### config.mk
export PLATFORM = sky130hd
export DESIGN_NAME = rice_core_id_buffer
export DESIGN_NICKNAME = d
export VERILOG_FILES = /design/src/rtl/rice_core_id_buffer.sv
export SDC_FILE = /design/constraint.sdc
export NUM_CORES = 1
export LEC_CHECK = 0
export BUFFER_PORTS_ARGS = -buffer_cell sky130_fd_sc_hd__buf_4
export CORE_AREA = 2 2 230 232
export CTS_CLUSTER_SIZE = 12
export DETAILED_ROUTE_END_ITERATION = 6
export DIE_AREA = 0 0 232 234
export GPL_TIMING_DRIVEN = 0
export SYNTH_ARGS = -nofsm -noshare
export SYNTH_HDL_FRONTEND = slang
export SYNTH_SLANG_ARGS = --single-unit
### constraint.sdc
create_clock -name i_clk -period 4.6 [get_ports i_clk]
set_input_delay 0.46 -clock i_clk [delete_from_list [all_inputs] [get_ports i_clk]]
set_output_delay 0.46 -clock i_clk [all_outputs]
set_load 0.02 [all_outputs]
### src/rtl/rice_core_id_buffer.sv
// -----------------------------------------------------------------------------
// rice_core_id_buffer
//
// Purpose:
//   DEPTH-entry instruction queue between the IF stage and the ID decoder.
//   Each instruction is pre-decoded as it is written. The decoded fields are
//   rs1/rs2/rd with gating by format, plus the sign-extended immediate. They
//   are stored alongside the PC and the raw instruction. The queue head is
//   presented to the decoder together with a live occupancy count.
//
// Optional feature (macro RICE_CORE_ID_BUFFER_BYPASS_EN):
//   When defined, an empty queue forwards a valid fetch to the ID outputs in
//   the same cycle, using a combinational pre-decode. If ID accepts it in that
//   cycle, the instruction is never written into the queue. When the macro is
//   undefined, an instruction always takes one cycle to reach the outputs, and
//   there is no combinational path from the IF inputs to the ID outputs.
//
// Ports:
//   i_clk, i_rst_n      clock, asynchronous active-low reset
//   i_enable            core enable; low behaves exactly like i_flush
//   i_flush             discard every entry (branch/trap redirect)
//   i_if_valid/pc/inst  fetch side producer
//   o_if_ready          queue can accept (count != DEPTH)
//   o_id_valid/pc/inst  head entry presented to the decoder
//   o_id_rs1/rs2/rd     gated register indices of the head
//   o_id_imm            sign-extended immediate of the head
//   i_id_ready          decoder consumes the head
//   o_count             occupancy, 0..DEPTH
// -----------------------------------------------------------------------------
module rice_core_id_buffer #(
  parameter int XLEN  = 32,
  parameter int DEPTH = 4,
  parameter int PTR_W = $clog2(DEPTH)
) (
  input  logic             i_clk,
  input  logic             i_rst_n,
  input  logic             i_enable,
  input  logic             i_flush,
  input  logic             i_if_valid,
  input  logic [XLEN-1:0]  i_if_pc,
  input  logic [31:0]      i_if_inst,
  output logic             o_if_ready,
  output logic             o_id_valid,
  output logic [XLEN-1:0]  o_id_pc,
  output logic [31:0]      o_id_inst,
  output logic [4:0]       o_id_rs1,
  output logic [4:0]       o_id_rs2,
  output logic [4:0]       o_id_rd,
  output logic [XLEN-1:0]  o_id_imm,
  input  logic             i_id_ready,
  output logic [PTR_W:0]   o_count
);

  localparam logic [PTR_W:0]   FULL_COUNT = (PTR_W+1)'(DEPTH);
  localparam logic [PTR_W:0]   CNT_ONE    = (PTR_W+1)'(1);
  localparam logic [PTR_W-1:0] PTR_ONE    = PTR_W'(1);

  // Opcode map used for the R/I/S/B/U/J classification.
  localparam logic [6:0] OPC_LOAD     = 7'b0000011;
  localparam logic [6:0] OPC_MISC_MEM = 7'b0001111;
  localparam logic [6:0] OPC_OP_IMM   = 7'b0010011;
  localparam logic [6:0] OPC_AUIPC    = 7'b0010111;
  localparam logic [6:0] OPC_OP_IMM32 = 7'b0011011;
  localparam logic [6:0] OPC_STORE    = 7'b0100011;
  localparam logic [6:0] OPC_LUI      = 7'b0110111;
  localparam logic [6:0] OPC_BRANCH   = 7'b1100011;
  localparam logic [6:0] OPC_JALR     = 7'b1100111;
  localparam logic [6:0] OPC_JAL      = 7'b1101111;
  localparam logic [6:0] OPC_SYSTEM   = 7'b1110011;

  typedef struct packed {
    logic [XLEN-1:0] pc;
    logic [31:0]     inst;
    logic [4:0]      rs1;
    logic [4:0]      rs2;
    logic [4:0]      rd;
    logic [XLEN-1:0] imm;
  } entry_t;

  // Pre-decode. Any opcode that is not listed is treated as R-type: all three
  // register indices pass through and the immediate is 0.
  function automatic entry_t predecode(input logic [XLEN-1:0] pc,
                                       input logic [31:0]     inst);
    entry_t      e;
    logic [31:0] imm32;
    e.pc   = pc;
    e.inst = inst;
    e.rs1  = inst[19:15];
    e.rs2  = inst[24:20];
    e.rd   = inst[11:7];
    imm32  = '0;
    case (inst[6:0])
      OPC_OP_IMM, OPC_OP_IMM32, OPC_LOAD, OPC_JALR, OPC_SYSTEM, OPC_MISC_MEM: begin
        e.rs2 = '0;
        imm32 = {{20{inst[31]}}, inst[31:20]};
      end
      OPC_STORE: begin
        e.rd  = '0;
        imm32 = {{20{inst[31]}}, inst[31:25], inst[11:7]};
      end
      OPC_BRANCH: begin
        e.rd  = '0;
        imm32 = {{20{inst[31]}}, inst[7], inst[30:25], inst[11:8], 1'b0};
      end
      OPC_LUI, OPC_AUIPC: begin
        e.rs1 = '0;
        e.rs2 = '0;
        imm32 = {inst[31:12], 12'b0};
      end
      OPC_JAL: begin
        e.rs1 = '0;
        e.rs2 = '0;
        imm32 = {{12{inst[31]}}, inst[19:12], inst[20], inst[30:21], 1'b0};
      end
      default: begin
        imm32 = '0;
      end
    endcase
    // The 32-bit immediate is already sign-extended, so widening it as a
    // signed value gives the correct upper bits when XLEN=64.
    e.imm = XLEN'(signed'(imm32));
    return e;
  endfunction

  // Handshake rules:
  //   A transfer happens on a side only in a cycle where both valid and ready
  //   are high at the clock edge. o_if_ready depends only on the registered
  //   count, so there is no combinational path from ID back to IF. While
  //   o_id_valid is high, the head stays stable until it is consumed, a flush
  //   occurs, or reset is applied.

  logic [PTR_W:0]   count_q, count_d;
  logic [PTR_W-1:0] wr_ptr_q, wr_ptr_d;
  logic [PTR_W-1:0] rd_ptr_q, rd_ptr_d;
  entry_t           mem_q [DEPTH];

  logic   flush;
  logic   q_valid;
  logic   enq_req;
  logic   wr_en;
  logic   deq_mem;
  logic   bypass_consume;
  entry_t in_entry;
  entry_t head;
  entry_t out_entry;

  assign flush    = i_flush | ~i_enable;
  assign q_valid  = (count_q != '0);
  assign in_entry = predecode(i_if_pc, i_if_inst);
  assign head     = mem_q[rd_ptr_q];

  assign o_if_ready = (count_q != FULL_COUNT);
  assign enq_req    = i_if_valid & o_if_ready;

`ifdef RICE_CORE_ID_BUFFER_BYPASS_EN
  logic bypass_act;
  // Forward the fetch directly only when nothing older is queued and no
  // flush is in progress.
  assign bypass_act     = ~q_valid & i_if_valid & ~flush;
  assign bypass_consume = bypass_act & i_id_ready;
  assign o_id_valid     = q_valid | bypass_act;

  always_comb begin
    out_entry = '0;
    if (bypass_act) begin
      out_entry = in_entry;
    end else if (q_valid) begin
      out_entry = head;
    end
  end
`else
  assign bypass_consume = 1'b0;
  assign o_id_valid     = q_valid;

  always_comb begin
    out_entry = '0;
    if (q_valid) begin
      out_entry = head;
    end
  end
`endif

  // A flush discards any enqueue or dequeue that happens in the same cycle.
  assign wr_en   = enq_req & ~flush & ~bypass_consume;
  assign deq_mem = q_valid & i_id_ready & ~flush;

  always_comb begin
    count_d  = count_q;
    wr_ptr_d = wr_ptr_q;
    rd_ptr_d = rd_ptr_q;
    if (flush) begin
      count_d  = '0;
      wr_ptr_d = '0;
      rd_ptr_d = '0;
    end else begin
      // DEPTH is a power of two, so pointers wrap naturally.
      if (wr_en)   wr_ptr_d = wr_ptr_q + PTR_ONE;
      if (deq_mem) rd_ptr_d = rd_ptr_q + PTR_ONE;
      case ({wr_en, deq_mem})
        2'b10:   count_d = count_q + CNT_ONE;
        2'b01:   count_d = count_q - CNT_ONE;
        default: count_d = count_q;
      endcase
    end
  end

  always_ff @(posedge i_clk or negedge i_rst_n) begin
    if (!i_rst_n) begin
      count_q  <= '0;
      wr_ptr_q <= '0;
      rd_ptr_q <= '0;
    end else begin
      count_q  <= count_d;
      wr_ptr_q <= wr_ptr_d;
      rd_ptr_q <= rd_ptr_d;
    end
  end

  // Payload storage is not reset. The outputs are zeroed whenever o_id_valid
  // is low, so stale contents are never visible.
  always_ff @(posedge i_clk) begin
    if (wr_en) begin
      mem_q[wr_ptr_q] <= in_entry;
    end
  end

  assign o_id_pc   = out_entry.pc;
  assign o_id_inst = out_entry.inst;
  assign o_id_rs1  = out_entry.rs1;
  assign o_id_rs2  = out_entry.rs2;
  assign o_id_rd   = out_entry.rd;
  assign o_id_imm  = out_entry.imm;
  assign o_count   = count_q;

`ifndef SYNTHESIS
  a_no_enq_full: assert property (@(posedge i_clk) disable iff (!i_rst_n)
    wr_en |-> (count_q != FULL_COUNT));
  a_no_deq_empty: assert property (@(posedge i_clk) disable iff (!i_rst_n)
    deq_mem |-> (count_q != '0));
  a_count_bound: assert property (@(posedge i_clk) disable iff (!i_rst_n)
    count_q <= FULL_COUNT);
`endif

endmodule

# ---- Yosys cells after proc, flatten, opt, wreduce, memory -nomap -nowiden
# Memories as Yosys holds them, arrays and structs flattened.
# Cells that the tools add are included.
dict set report totals {
  regBits 7
  n_memories 1
  ram_bits 444
}
# name depth width read_ports rd_clocked_by_memory_dff write_ports line_no
set memory_table {}
lappend memory_table {mem_q 4 111 1 0 1 135} ;# entry_t mem_q [DEPTH];
dict set report op_classes {
  bitwise_logic 7
  n_mux 13
  add_sub_neg 4
  eq_ne 14
  n_reduce_logical 9
}
# cell count
set op_table {}
lappend op_table {{32-bit case mux with 5 select lines} 1}
lappend op_table {{111-bit 2-to-1 mux} 1}
lappend op_table {{7-bit equality test, second input constant} 4}
lappend op_table {{7-bit by 5-bit equality test with 1-bit output, second input constant} 3}
lappend op_table {{5-bit 2-to-1 mux} 3}
lappend op_table {{7-bit by 6-bit equality test with 1-bit output, second input constant} 2}
lappend op_table {{9-bit OR reduction} 1}
lappend op_table {{2-bit 2-to-1 mux} 4}
lappend op_table {{7-bit by 2-bit equality test with 1-bit output, second input constant} 1}
lappend op_table {{7-bit by 4-bit equality test with 1-bit output, second input constant} 1}
lappend op_table {{3-bit case mux with 2 select lines} 1}
lappend op_table {{3-bit nonzero test} 2}
lappend op_table {{6-bit OR reduction} 1}
lappend op_table {{2-bit by 1-bit adder with 2-bit output, second input constant} 2}
lappend op_table {{1-bit bitwise AND} 4}
lappend op_table {{2-bit nonzero test} 2}
lappend op_table {{2-bit OR reduction} 2}
lappend op_table {{3-bit by 1-bit adder with 3-bit output, second input constant} 1}
lappend op_table {{3-bit 2-to-1 mux} 1}
lappend op_table {{3-bit inequality test, second input constant} 1}
lappend op_table {{3-bit OR reduction} 1}
lappend op_table {{3-bit by 1-bit subtractor with 3-bit output, second input constant} 1}
lappend op_table {{2-bit by 1-bit equality test with 1-bit output, second input constant} 1}
lappend op_table {{2-bit equality test, second input constant} 1}
lappend op_table {{other kinds (3)} 5}

# ---- Depth between registers and ports, before layout
# Gate-level depths: netlist of the first run.
dict set report logic_depth {
  word_depth 7
  depth_mapped 7
  ltp_nobuf 7
}

# ---- Least setup slack after synthesis of the first run
# OpenSTA, ideal clock, no wires.
dict set report synth_path {
  path_kind {register -> register}
  start {register count_q[2] (netlist: o_count[2])}
  end {memory mem_q[0][0] in the netlist's numbering, enable pin}
  path_stages_with_launch 4
  period_less_slack_ns 4.108
  slack_ns 0.492
  t_arrival_ns 3.625
  n_path_buf 0
  path_cell_list {dfrtp_1 nor3b_2 nor2_1 and3_1}
}
dict set report synth_via {
  elab_chain_cells 5
}
# element line_no
set synth_rtl {}
lappend synth_rtl {{start, declared} 132} ;# logic [PTR_W:0] count_q, count_d;
lappend synth_rtl {{start signal, assigned} 213} ;# count_q <= count_d;
lappend synth_rtl {{3-bit inequality test} 152} ;# assign o_if_ready = (count_q != FULL_COUNT);
lappend synth_rtl {{1-bit bitwise AND} 153} ;# assign enq_req = i_if_valid & o_if_ready;
lappend synth_rtl {{1-bit bitwise AND} 184} ;# assign wr_en = enq_req & ~flush & ~bypass_consume;
lappend synth_rtl {{1-bit 2-to-1 mux} 222} ;# if (wr_en) begin
lappend synth_rtl {{1-bit 2-to-1 mux (not written as such)} 223} ;# mem_q[wr_ptr_q] <= in_entry;
lappend synth_rtl {{end, declared} 135}
# No other way between the ends.

# ---- Worst setup path in the final report of the first run
dict set report layout_path {
  start {register count_q[0] (netlist: o_count[0])}
  end {output port o_id_inst[28]}
}
dict set report layout_via {
  elab_chain_cells 2
}
# element line_no
set layout_rtl {}
lappend layout_rtl {{3-bit nonzero test} 148} ;# assign q_valid = (count_q != '0);
lappend layout_rtl {{111-bit 2-to-1 mux} 177} ;# if (q_valid) begin
lappend layout_rtl {{end, declared} 45} ;# output logic [31:0] o_id_inst,
# No other way between the ends.

==> results of run 1 <==
[where the power goes]
part	total (mW)	internal, mW	switching [mW]
Sequential	4.57	4.56	0.0116
Combinational	0.499	0.211	0.288
Clock	3.57	1.99	1.58
[sequential cells by signal, summed over array words and instances, names as in the netlist]
signal / flops
mem_q: 444
o_count: 3
rd_ptr_q: 2
wr_ptr_q: 2
[layout by cell type (no fill, tap or decap), drive strengths merged, types with 3 or more instances in the layout]
master / n
clkinv: 14
and3: 5
inv: 8
nor2b: 18
a22o: 4
mux4: 111
nand3: 6
clkbuf: 81
edfxtp: 444
nand2: 7
a21o: 21
and2: 114
buf: 221
a21boi: 6
dfrtp: 7
o21ai: 5
nor2: 12
nor3b: 3
ha: 4
nand2b: 4
a21oi: 6
[layout make-up]
type / instances / area (um2)
Tap cell: 688 / 861
Sequential cell: 451 / 13500
Timing Repair Buffer: 194 / 1600
Buffer: 47 / 273
Clock inverter: 19 / 176
Multi-Input combinational cell: 365 / 4240
Clock buffer: 62 / 1250
Fill cell: 4593 / 30100
Inverter: 5 / 18.8
[critical path, stage by stage, from the launching register on]
cell and delay, ns:
dfrtp_1 0.50, or3_1 0.32, clkbuf_1 0.72, clkbuf_1 0.46, and2_1 0.31, buf_4 0.18
[worst max-delay path by stage]
stage                              to  slack, ns
2_1_floorplan   mem_q[0][0]$_DFFE_PP_       0.49
3_5_place_dp            o_id_inst[29]       1.54
4_1_cts                 o_id_inst[29]       0.87
6_report                o_id_inst[28]       1.04
3_3_place_gp   mem_q[0][57]$_DFFE_PP_      -2.03
5_1_grt                 o_id_inst[28]       0.82
[logic make-up (layout without fill, tap and decap cells)]
| logic type | count (synthesis) | in the layout |
|---|---|---|
| flops | 451 | 451 |
| simple gates | 182 | 182 |
| mux | 113 | 113 |
| compound gates | 62 | 62 |
| buf+inv | 52 | 327 |
| fa+ha+maj | 5 | 5 |
| xor+xnor | 3 | 3 |
[per-layer routing]
metal / global-route usage, % / vias up
met5: 0 / -
met4: 4.11 / 2
met3: 3.08 / 68
met2: 24.9 / 222
met1: 19.9 / 4753
li1: - / 4004
[through the flow]
stage	power, mW	worst slack, ns	std cells
final	8.64	1.04	1831
after global routing	8.91	0.818	1831
after CTS	8.74	0.870	1831
after detailed placement	5.17	1.54	1749
after global placement	5.16	-2.03	1741
after floorplan	4.91	0.492	868
==> results.md, run 1 <==
* Compound-cell area share of the yosys netlist at 2.68%
* DR iter-0 viols at 522
* IO buf count at ~190
* Status: finished, final reports clean
* Top FF cell, synth: edfxtp_1
* Dpl hpwl at around 26 mm
* Die Y at around 230 um
* Hold buffer count at CTS at 1
* M1 WL at between 15 and 20 mm
* ANT nets after route at 0
* Maxcap violations at 0
* Netlist cell types at 63
* Reg2reg end: mem_q[1][58]$_DFFE_PP_
* PwrDens at a little under 400 mW/mm2
* Final Hold Vio Count at 0
* Routed vias at ~9000
* Startpoint types: register
* Routed wl met3 at between 1.5 and 2 mm
* Critical Path RT at 4.14 ns
* Synthesis-stage register bit count at 451
* Cell Area, Placed at a little over 0.02 mm2
* Headroom to the max-slew limit at about two fifths
* Max layer used: met5
* Critical path class: reg -> out
* Fmax at around 0.28 GHz
* Layout Utilization at ~42%
* Largest family of logic cells by synthesized area: multiplexers
* RSZ-0062 raised after global routing: false
* Clock sinks at roughly 450
* WL per Instance at between 20 and 25 um
* CTS tree: built
* Die Span X at approximately 230 um
* Synth Area in Adders at 0.389%
* Core area at approximately 0.052 mm2
* Register area share after synthesis at 75.0%
* Final worst path period share at between 70% and 80%
* Cell area after synthesis at 0.0180 mm2
* HP Start: i_if_pc[24]
* Fraction of layout instances using a drive strength above 1 at about a third
* Hold Path Class: in -> reg
* Die area at ~0.054 mm2
* Critical path peak fanout at 10
* Crit end category: output port
* Root buf cell: clkbuf_16
* CTS H-tree depth at 2
* # IOs at 186
* Fin Hold WS at between 0.06 and 0.07 ns
* Layout area overhead at 21.7%
* R2R depth at 5
* Mean post-synth cell area at 20.8 um2
* CP arrival at roughly 3.1 ns
* Share of the synthesized area in the top cell type at between 70% and 80%
* Clock slew at reported path FFs at ~0.06 ns
* CTS-repair resized insts at 0
* CTS Buf Count at 48
* Initial antenna violation count at 2
* Yosys top cell by area: edfxtp_1
* Slew @ Worst Pin at ~0.9 ns
* Nets at about 1200
* Ys async rst share at about 1.6%
* Clock Latency Late Sink at roughly 0.59 ns
* Met2 Wirelength at ~20 mm
* Worst r2r src: o_count[2]$_DFFE_PN0P_
* Routed wire length at 40.3 mm
* Setup violations, final at 0
* Count leader, synth: edfxtp_1
* Vias in the first global route at approximately 9400
* Lkg Pwr at around 7.2 nW
* Pin count of the biggest net entering global routing at 54
* Mapped Cells at between 800 and 900
* Post-route setup TNS at 0 ns
* Synth warn at 0
* Setup Skew at 0.0165 ns
* FF-to-FF setup slack at about 2 ns
* Slew Viols, Final at 0
* Crit path from: o_count[0]$_DFFE_PN0P_
* Post-synthesis xor/xnor area fraction at less than 1%
* Initial Util at 34.6%
* DRC violations left at 0
* Post-synth EDFFs at roughly 440
* Worst VDD drop at 0.269 mV
* Total GRT Usage at between 10% and 20%
* Overflow after GRT at 0
* Clock tree buffer depth at 3
* Final Instance Area at 0.0219 mm2
* Tmin final at approximately 3.6 ns
* Syn nets at around 940
* Commonest cells in the netlist: edfxtp_1, and2_1, mux4_2
* Simple-Gate Fraction of Synth Area at under 10%
* RD Place Congestion at 0.764
* Antenna Cells at 0
* Hold endpoint: mem_q[3][103]$_DFFE_PP_
* Rows at between 80 and 90
* Vias per inst at between 4 and 5
* Multiplexer share of the synthesized area at 14.0%
* First-pass GRT wire length at about 59 mm
* Post-CTS Setup Bufs at 0
* Pre-Repair DR Iteration Count at 6
* Ranking of synthesized cells by area: edfxtp_1, mux4_2, and2_1
* Hold path depth at 1
No activity file was read; power rests on OpenSTA's default activity.
==> inputs of run 2 (changes only) <==
Clock period 4.6 ns to 3.19 ns, I/O delays scaled along.
==> run 2 against run 1 <==
Wire length is 2.0% higher; power is 47% higher; worst hold slack lost 0.039 ns; cell count up 3.5%; die area unchanged; via count rose by 2.7%; combinational power increased by 58%; non-clock buffer count grew 62; global-route usage up 0.19 points; sequential power is 44% higher; critical path depth stayed put.
==> results.md, run 2 (synthesis gave the netlist of run 1 again) <==
* Setup Skew at roughly 0.015 ns
* Status: finished, final reports clean
* DRC violations left at 0
* Vias in the first global route at between 9000 and 10000
* DR iter-0 viols at 597
* Switching Share at 21.4%
* Total GRT Usage at 15.1%
* Critical Path RT at approximately 2.9 ns
* Initial Util at between 30% and 40%
* RD Place Congestion at roughly 0.75
* P_sw at 2.71 mW
* Nets at 1250
* Maxcap violations at 0
* # IOs at about 190
* Critical path class: reg -> out
* Routed vias at between 9000 and 10000
* CTS H-tree depth at 2
* Fillers at 4552
* Die area at between 0.05 and 0.06 mm2
* Reg power frac at ~52%
* Commonest non-fill, non-tap cell in the layout: edfxtp_1
* IO buf count at 185
* Pre-Repair DR Iteration Count at 5
* Post-CTS Setup Bufs at 0
* WL per Instance at 21.7 um
* Tmin final at approximately 3.0 ns
* Die Y at 234 um
* Internal Power at approximately 10 mW
* Layout area overhead at 25.7%
* Logic gate share of total power at ~6.2%
* First-pass GRT wire length at ~60 mm
* Setup violations, final at 0
* Antenna Cells at 0
* Clock share of power at between 40% and 50%
* Headroom to the max-slew limit at a little under half
* Vias per inst at 4.90
* Startpoint types: register
* Pin count of the biggest net entering global routing at 52
* CTS Buf Count at between 40 and 50
* Final worst path period share at about 95%
* Crit end category: output port
* Largest Register: mem_q
* Hold Path Class: in -> reg
* Core area at 0.0520 mm2
* Worst VDD drop at between 0.4 and 0.5 mV
* Fmax at between 0.3 and 0.4 GHz
* Fin Hold WS at between 0.02 and 0.03 ns
* Fraction of layout instances using a drive strength above 1 at around a third
* Clock Latency Late Sink at 0.58 ns
* Slew Viols, Final at 0
* Lkg Pwr at ~7.6 nW
* CP arrival at between 2 and 3 ns
* Overflow after GRT at 0
* Clock sinks at ~450
* Slew @ Worst Pin at roughly 0.8 ns
* Final Instance Area at roughly 0.023 mm2
* Clock slew at reported path FFs at approximately 0.06 ns
* Final Hold Vio Count at 0
* CTS tree: built
* RSZ-0062 raised after global routing: false
* Die Span X at 232 um
* Rows at 84
* Routed wire length at 41.1 mm
* Clock tree buffer depth at 3
* Cell Area, Placed at between 0.02 and 0.025 mm2
* Root buf cell: clkbuf_16
* ANT nets after route at 0
* Dpl hpwl at about 26 mm
* Max reg flops at about 440
* Initial antenna violation count at 1
* Commonest non-fill, non-tap cells in the layout: edfxtp_1, buf_4, and2_1
* PwrDens at approximately 560 mW/mm2
* Critical path peak fanout at 10
==> run 2: cell types whose count changed in the layout (fill, tap and decap cells not counted), moves of 2 or more <==
| cell | delta |
|---|---|
| clkinv_1 | -2 |
| buf_12 | -2 |
| buf_2 | +3 |
| clkbuf_2 | +4 |
| clkbuf_8 | +5 |
| clkbuf_1 | -8 |
| buf_16 | +2 |
| dlygate4sd3_1 | +62 |
==> run 2: final timing paths <==
path                            slack (ns)                       to  cells past startpoint               startpoint
worst max-delay path                  0.16            o_id_inst[23]                      5   o_count[0]$_DFFE_PN0P_
worst min-delay path                  0.03   mem_q[0][71]$_DFFE_PP_                      1            i_if_inst[24]
worst max register to register        0.59    mem_q[1][0]$_DFFE_PP_                      5   o_count[0]$_DFFE_PN0P_
worst min register to register        0.59  wr_ptr_q[1]$_DFFE_PN0P_                      2  wr_ptr_q[1]$_DFFE_PN0P_
max in group asynchronous             2.93  rd_ptr_q[1]$_DFFE_PN0P_                      2                  i_rst_n
min in group asynchronous             0.13   o_count[2]$_DFFE_PN0P_                      2                  i_rst_n
==> run 2: area by class of cell <==
cell class	instances	area (um2)	share of cell area (%)
Sequential cell	451	13500	59.6
Multi-Input combinational cell	365	4240	18.7
Timing Repair Buffer	256	2240	9.89
Clock buffer	66	1340	5.92
Tap cell	688	861	3.80
Buffer	47	282	1.24
Clock inverter	17	163	0.718
Inverter	5	18.8	0.0829
==> run 2: per-stage QoR <==
step | total power [mW] | util [%] | cells | setup slack, ns | TNS, ns
2_1_floorplan | 7.08 | - | 868 | 0.336 | 0
3_3_place_gp | 7.43 | 39.0 | 1741 | -0.953 | -398.44
3_5_place_dp | 7.45 | 39.4 | 1749 | 0.263 | 0
4_1_cts | 12.8 | 43.5 | 1895 | 0.0225 | 0
5_1_grt | 13.1 | 43.5 | 1895 | 0.0179 | 0
6_report | 12.7 | 43.5 | 1895 | 0.157 | 0
==> run 2: per-layer routing <==
| layer | share of wire [%] | vias to the layer above | track usage [%] |
|---|---|---|---|
| met5 | 0 | - | 0 |
| met4 | 1.9 | 0 | 3.83 |
| met3 | 4.6 | 55 | 2.85 |
| met2 | 49 | 239 | 25.2 |
| met1 | 44 | 4865 | 20.5 |
| li1 | - | 4134 | - |
==> run 2: repair_timing <==
action | 4_1_cts | 5_1_grt
resized for setup | 6 | 4
endpoints found under the setup margin | 80 | 8
hold buffers | 63 | 0
endpoints found under the hold margin | 255 | 0
==> run 2: worst max-delay path, stage by stage (launching register included) <==
cell	delay [ns]
dfrtp_1	0.51
or3_1	0.31
buf_2	0.45
clkbuf_1	0.40
and2_1	0.28
buf_4	0.17
==> run 2: power groups by stage <==
stage               clock network, mW  registers (mW)  logic, mW
floorplan                           0            6.71      0.365
global placement                    0            6.72      0.717
detailed placement                  0            6.71      0.737
CTS                              5.44            6.59      0.804
global route                     5.65            6.59      0.850
finish                           5.28            6.59      0.790
